<file path="src/rtl/efi_sorter_pkg.sv">
// efi_sorter_pkg: shared state type and the order-preserving sort key for the EFI sorter.
package efi_sorter_pkg;

    typedef enum logic {LOAD, SEND} state_t;

    localparam int KEY_MAX = 64;

    // Maps a value onto an unsigned key of w bits: sign-flip for integers and positive
    // floats, full inversion for negative floats, so -0 lands just below +0.
    function automatic logic [KEY_MAX-1:0] sort_key(input logic [KEY_MAX-1:0] d, input int w,
                                                    input logic fp);
        logic [KEY_MAX-1:0] msb;
        msb = KEY_MAX'(1) << (w - 1);
        return ((fp && (d & msb) != '0) ? ~d : d ^ msb) & ((msb << 1) - KEY_MAX'(1));
    endfunction

endpackage

</file>
<file path="src/rtl/efi_sorter_cell.sv">
// efi_sorter_cell: one buffer slot; keeps its entry, takes its lower neighbour's, or takes the
// new value, depending on its own compare and the compare of the slot below.
module efi_sorter_cell
    import efi_sorter_pkg::*;
#(
    parameter int DATA_WIDTH    = 32,
    parameter int FLOAT_COMPARE = 1
) (
    input  logic                  clock,
    input  logic                  insert,
    input  logic                  occupied,
    input  logic                  below_le,
    input  logic [DATA_WIDTH-1:0] below_data,
    input  logic [DATA_WIDTH-1:0] new_data,
    input  logic [KEY_MAX-1:0]    new_key,
    output logic [DATA_WIDTH-1:0] data,
    output logic                  le
);

    logic [KEY_MAX-1:0] key;

    always_comb begin
        key = sort_key(KEY_MAX'(data), DATA_WIDTH, FLOAT_COMPARE != 0);
        le  = occupied && key <= new_key;
    end

    // The slot where the lower neighbour is <= new but this one is not becomes the insert point.
    always_ff @(posedge clock)
        if (insert && !le) data <= below_le ? new_data : below_data;

endmodule

</file>
<file path="src/rtl/efi_sorter.sv">
// efi_sorter: fCore EFI responder that buffers an argument list by insertion and streams it
// back sorted ascending, one result per argument.
module efi_sorter
    import efi_sorter_pkg::*;
#(
    parameter int DATA_WIDTH    = 32,
    parameter int MAX_ARGS      = 16,
    parameter int FLOAT_COMPARE = 1
) (
    input  logic                        clock,
    input  logic                        reset,
    input  logic [DATA_WIDTH-1:0]       efi_arguments_data,
    input  logic [$clog2(MAX_ARGS)-1:0] efi_arguments_dest,
    input  logic                        efi_arguments_valid,
    output logic                        efi_arguments_ready,
    input  logic                        efi_arguments_tlast,
    output logic [DATA_WIDTH-1:0]       efi_results_data,
    output logic [$clog2(MAX_ARGS)-1:0] efi_results_dest,
    output logic                        efi_results_valid,
    input  logic                        efi_results_ready,
    output logic                        efi_results_tlast,
    output logic                        overflow
);

    localparam int CW = $clog2(MAX_ARGS + 1);
    localparam int IW = $clog2(MAX_ARGS);

    state_t                state, state_next;
    logic [CW-1:0]         count, idx;
    logic                  arg_hs, res_hs, full, ins, last;
    logic [KEY_MAX-1:0]    new_key;
    logic [DATA_WIDTH-1:0] entries [MAX_ARGS];
    logic [MAX_ARGS:0]     le;
    logic                  unused_dest;

    assign unused_dest = ^efi_arguments_dest;
    assign le[0]       = 1'b1;
    assign new_key     = sort_key(KEY_MAX'(efi_arguments_data), DATA_WIDTH, FLOAT_COMPARE != 0);

    for (genvar i = 0; i < MAX_ARGS; i++) begin : g_cell
        efi_sorter_cell #(.DATA_WIDTH(DATA_WIDTH), .FLOAT_COMPARE(FLOAT_COMPARE)) u_cell (
            .clock      (clock),
            .insert     (ins),
            .occupied   (CW'(i) < count),
            .below_le   (le[i]),
            .below_data (i == 0 ? efi_arguments_data : entries[i == 0 ? 0 : i - 1]),
            .new_data   (efi_arguments_data),
            .new_key    (new_key),
            .data       (entries[i]),
            .le         (le[i+1])
        );
    end

    // Results come straight from registered state, so they hold steady under backpressure.
    always_comb begin
        efi_arguments_ready = state == LOAD;
        efi_results_valid   = state == SEND;
        arg_hs              = efi_arguments_ready && efi_arguments_valid;
        res_hs              = efi_results_valid && efi_results_ready;
        full                = count == CW'(MAX_ARGS);
        ins                 = arg_hs && !full;
        last                = idx == count - CW'(1);
        efi_results_data    = efi_results_valid ? entries[idx[IW-1:0]] : '0;
        efi_results_dest    = efi_results_valid ? idx[IW-1:0] : '0;
        efi_results_tlast   = efi_results_valid && last;
        state_next          = state;
        if (arg_hs && efi_arguments_tlast) state_next = SEND;
        if (res_hs && last) state_next = LOAD;
    end

    always_ff @(posedge clock) begin
        if (!reset) begin
            state    <= LOAD;
            count    <= '0;
            idx      <= '0;
            overflow <= 1'b0;
        end else begin
            state <= state_next;
            if (ins) count <= count + CW'(1);
            if (arg_hs && full) overflow <= 1'b1;
            if (res_hs) idx <= last ? '0 : idx + CW'(1);
            if (res_hs && last) begin
                count    <= '0;
                overflow <= 1'b0;
            end
        end
    end

endmodule

</file>
<file path="config.mk">
export PLATFORM = sky130hd
export DESIGN_NAME = efi_sorter
export DESIGN_NICKNAME = d
export VERILOG_FILES = /design/src/rtl/efi_sorter_pkg.sv /design/src/rtl/efi_sorter_cell.sv /design/src/rtl/efi_sorter.sv
export SDC_FILE = /design/constraint.sdc
export NUM_CORES = 2
export LEC_CHECK = 0
export ABC_AREA = 1
export BUFFER_PORTS_ARGS = -buffer_cell sky130_fd_sc_hd__buf_2
export CAP_MARGIN = 30
export CORE_ASPECT_RATIO = 0.5
export CORE_MARGIN = 2
export CORE_UTILIZATION = 60
export DETAILED_ROUTE_END_ITERATION = 10
export PLACE_DENSITY = 0.75
export SETUP_SLACK_MARGIN = 0.1
export SYNTH_ARGS = -nofsm -noshare
export SYNTH_HDL_FRONTEND = slang
export SYNTH_HIERARCHICAL = 1
export SYNTH_SLANG_ARGS = --single-unit
</file>
<file path="constraint.sdc">
create_clock -name clock -period 9 [get_ports clock]
set_input_delay 0.9 -clock clock [delete_from_list [all_inputs] [get_ports clock]]
set_output_delay 0.9 -clock clock [all_outputs]
set_load 0.01 [all_outputs]
</file>
==> run metrics <==
CTS tree=yes; Routed Antenna Nets=0; busiest grt layer=met2; Slew @ Worst Pin=1108 ps; Finished Layout Cells=around 7200; synthesized cell area=roughly 48000 um^2; met3 Resource Use GR=0.06339; reg2reg path depth=13; total chip power=~8.2 mW; Sink Count=524; CTS resizes=0; detailed-router iteration count before antenna repair=6; Placed Cells=7119; fillcell total=slightly above 6000; Final Core Density=0.6816; Die Wd=a little over 400 um; port bufs=76; fin nets=6670; multi-input logic area=~31000 um^2; initial antenna violation count=5; met2 usage=0.4737; Critical Path AT=4040 ps; maximum clock frequency=0.2026 GHz; crit-path max FO=67; P_leak=25.21 nW; Tcrit/Tclk final=0.5485; Setup Skew=around 31 ps; fraction of layout cells with a size suffix above 1=0.1607; status=finished, final reports clean; worst vdd ir=between 0.0001 and 0.00015 V; Row Count=73; Top Family by Delay on Critical Path=buffers and inverters; Num CTS Buffers=54; Hold Startpoint=efi_arguments_tlast; register area=about 16000 um^2; detailed placement HPWL=103400 um; PD cells=150.2 nW/um^2; Hold Path Class=in2reg; height of the die=~200 um; YS warnings=6; first-pass GRT wire length=just over 200000 um; Worst Setup SP=idx[0]; vias in the first global route=between 30000 and 40000; Final Hold Viols=0; GRT Total Usage=0.3177; cells after synthesis=roughly 5600; pins over their slew limit=0; via count=40240; kind of critical path=reg2out; maxcap violations=0; crit end category=output port; initial core utilization=0.6081; Total Wirelength=approximately 130000 um; hold depth=3; DRC viols=0; P&R area growth vs syn=12.08%; Final TNS setup=0 ps; worst endpoint required time=approximately 8100 ps; post-CTS setup buffers=0; Avg Inst Size Synth=about 8.6 um^2; Core Box Area=approximately 80000 um^2; grt ovf=0; Setup violations, final=0; H-tree levels=2; Vias/cell=approximately 5.6; crit path max-delay cell type=dfxtp_4; Worst R2R Start=g_cell[7].u_cell/data[31]; flop-to-flop setup slack=about 4600 ps; Rel. slew slack=0.2586; I/O pin cnt=between 80 and 90; delay of the slowest critical-path stage=roughly 670 ps; clk buf depth=3; CP Buf/Inv Count=3; largest net degree at the start of global routing=98; Skew-Pair Late Insertion Delay=approximately 650 ps; CP Depth=9; grt met1 use=0.4690; RSZ-0062 raised after global routing=false; CTS root buf=clkbuf_16; final RePlAce weighted congestion=slightly below 1; crit-path cells=buf_4 > buf_4 > nor2_1 > nor2_1 > o21ai_0 > o211ai_1 > nand3_1 > a21oi_1 > buf_2; hold-fix buffers at CTS=0; fin crit period=slightly below 5000 ps; Critical Path Start Type=register; die area=approximately 83000 um^2; drt wl/cell=18.56 um; CTS clk-pin slew, worst paths=roughly 60 ps; DRT iter0 DRCs=about 4100
==> sequential cells by signal, summed over array words and instances, names as in the netlist <==
name                flops
count                   5
efi_results_valid       1
g_cell.u_cell/data    512
idx                     5
overflow                1
==> power breakdown <==
group          internal [mW]  leakage, nW  switching (mW)
Clock                   1.23        0.812            1.00
Sequential              2.95         5.02           0.187
Combinational           1.09         19.4            1.70
==> placed cells by master, fill, tap and decap left out, types with 4 or more instances in the layout <==
| cell | instances |
|---|---|
| nand3_2 | 16 |
| nand2_2 | 81 |
| a21oi_2 | 16 |
| nand4_1 | 81 |
| nand3_1 | 71 |
| a21o_1 | 16 |
| o211ai_1 | 64 |
| conb_1 | 513 |
| xnor2_1 | 16 |
| o21ai_1 | 37 |
| nand2_1 | 677 |
| a21oi_4 | 16 |
| nor2_2 | 17 |
| nor3b_2 | 16 |
| o21a_1 | 32 |
| buf_6 | 6 |
| buf_2 | 76 |
| buf_8 | 10 |
| mux2_1 | 32 |
| o21ai_0 | 293 |
| nor2_4 | 16 |
| edfxtp_1 | 512 |
| inv_2 | 45 |
| buf_4 | 51 |
| nor2_1 | 839 |
| clkinv_2 | 6 |
| clkbuf_1 | 18 |
| buf_16 | 24 |
| inv_1 | 655 |
| xor2_2 | 14 |
| a21boi_4 | 15 |
| dfxtp_1 | 10 |
| a21oi_1 | 242 |
| mux2_2 | 480 |
| buf_12 | 4 |
| clkbuf_16 | 57 |
| nand4_2 | 16 |
| xor2_1 | 505 |
| clkinv_1 | 33 |
| ha_1 | 516 |
==> layer usage <==
metal / wire length (um) / up-vias
met5: 28 / -
met4: 2895 / 4
met3: 15360 / 205
met2: 56490 / 1892
met1: 59700 / 18980
li1: - / 19150
==> metrics by stage <==
step                      area (um^2)  hold WS [ps]  setup slack (ps)
after floorplan                 50410         517.6              4632
after global placement          51730         470.5              3345
after detailed placement        52210         511.8              3445
after CTS                       53880         503.6              3811
after global routing            54350         539.0              3959
final                           54350         523.4              4063
==> tightest hold or removal path, stage by stage <==
cell and delay (ps):
buf_2 80, a21oi_1 60, nor2_1 100
==> area by class of cell <==
cell class,instances,area share
Multi-Input combinational cell,4641,0.5751
Sequential cell,524,0.2875
Inverter,720,0.04982
Timing Repair Buffer,172,0.03182
Clock buffer,75,0.02749
Tap cell,1087,0.02503
Clock inverter,23,0.003177
Antenna cell,3,0.0001381
==> path summary, 6_finish.rpt <==
kind / to
worst min register to register: overflow
worst max register to register: g_cell[8].u_cell/data[5]
worst min-delay path: efi_results_valid
worst max-delay path: efi_results_data[18]
Power figures use the tool's default switching activity.
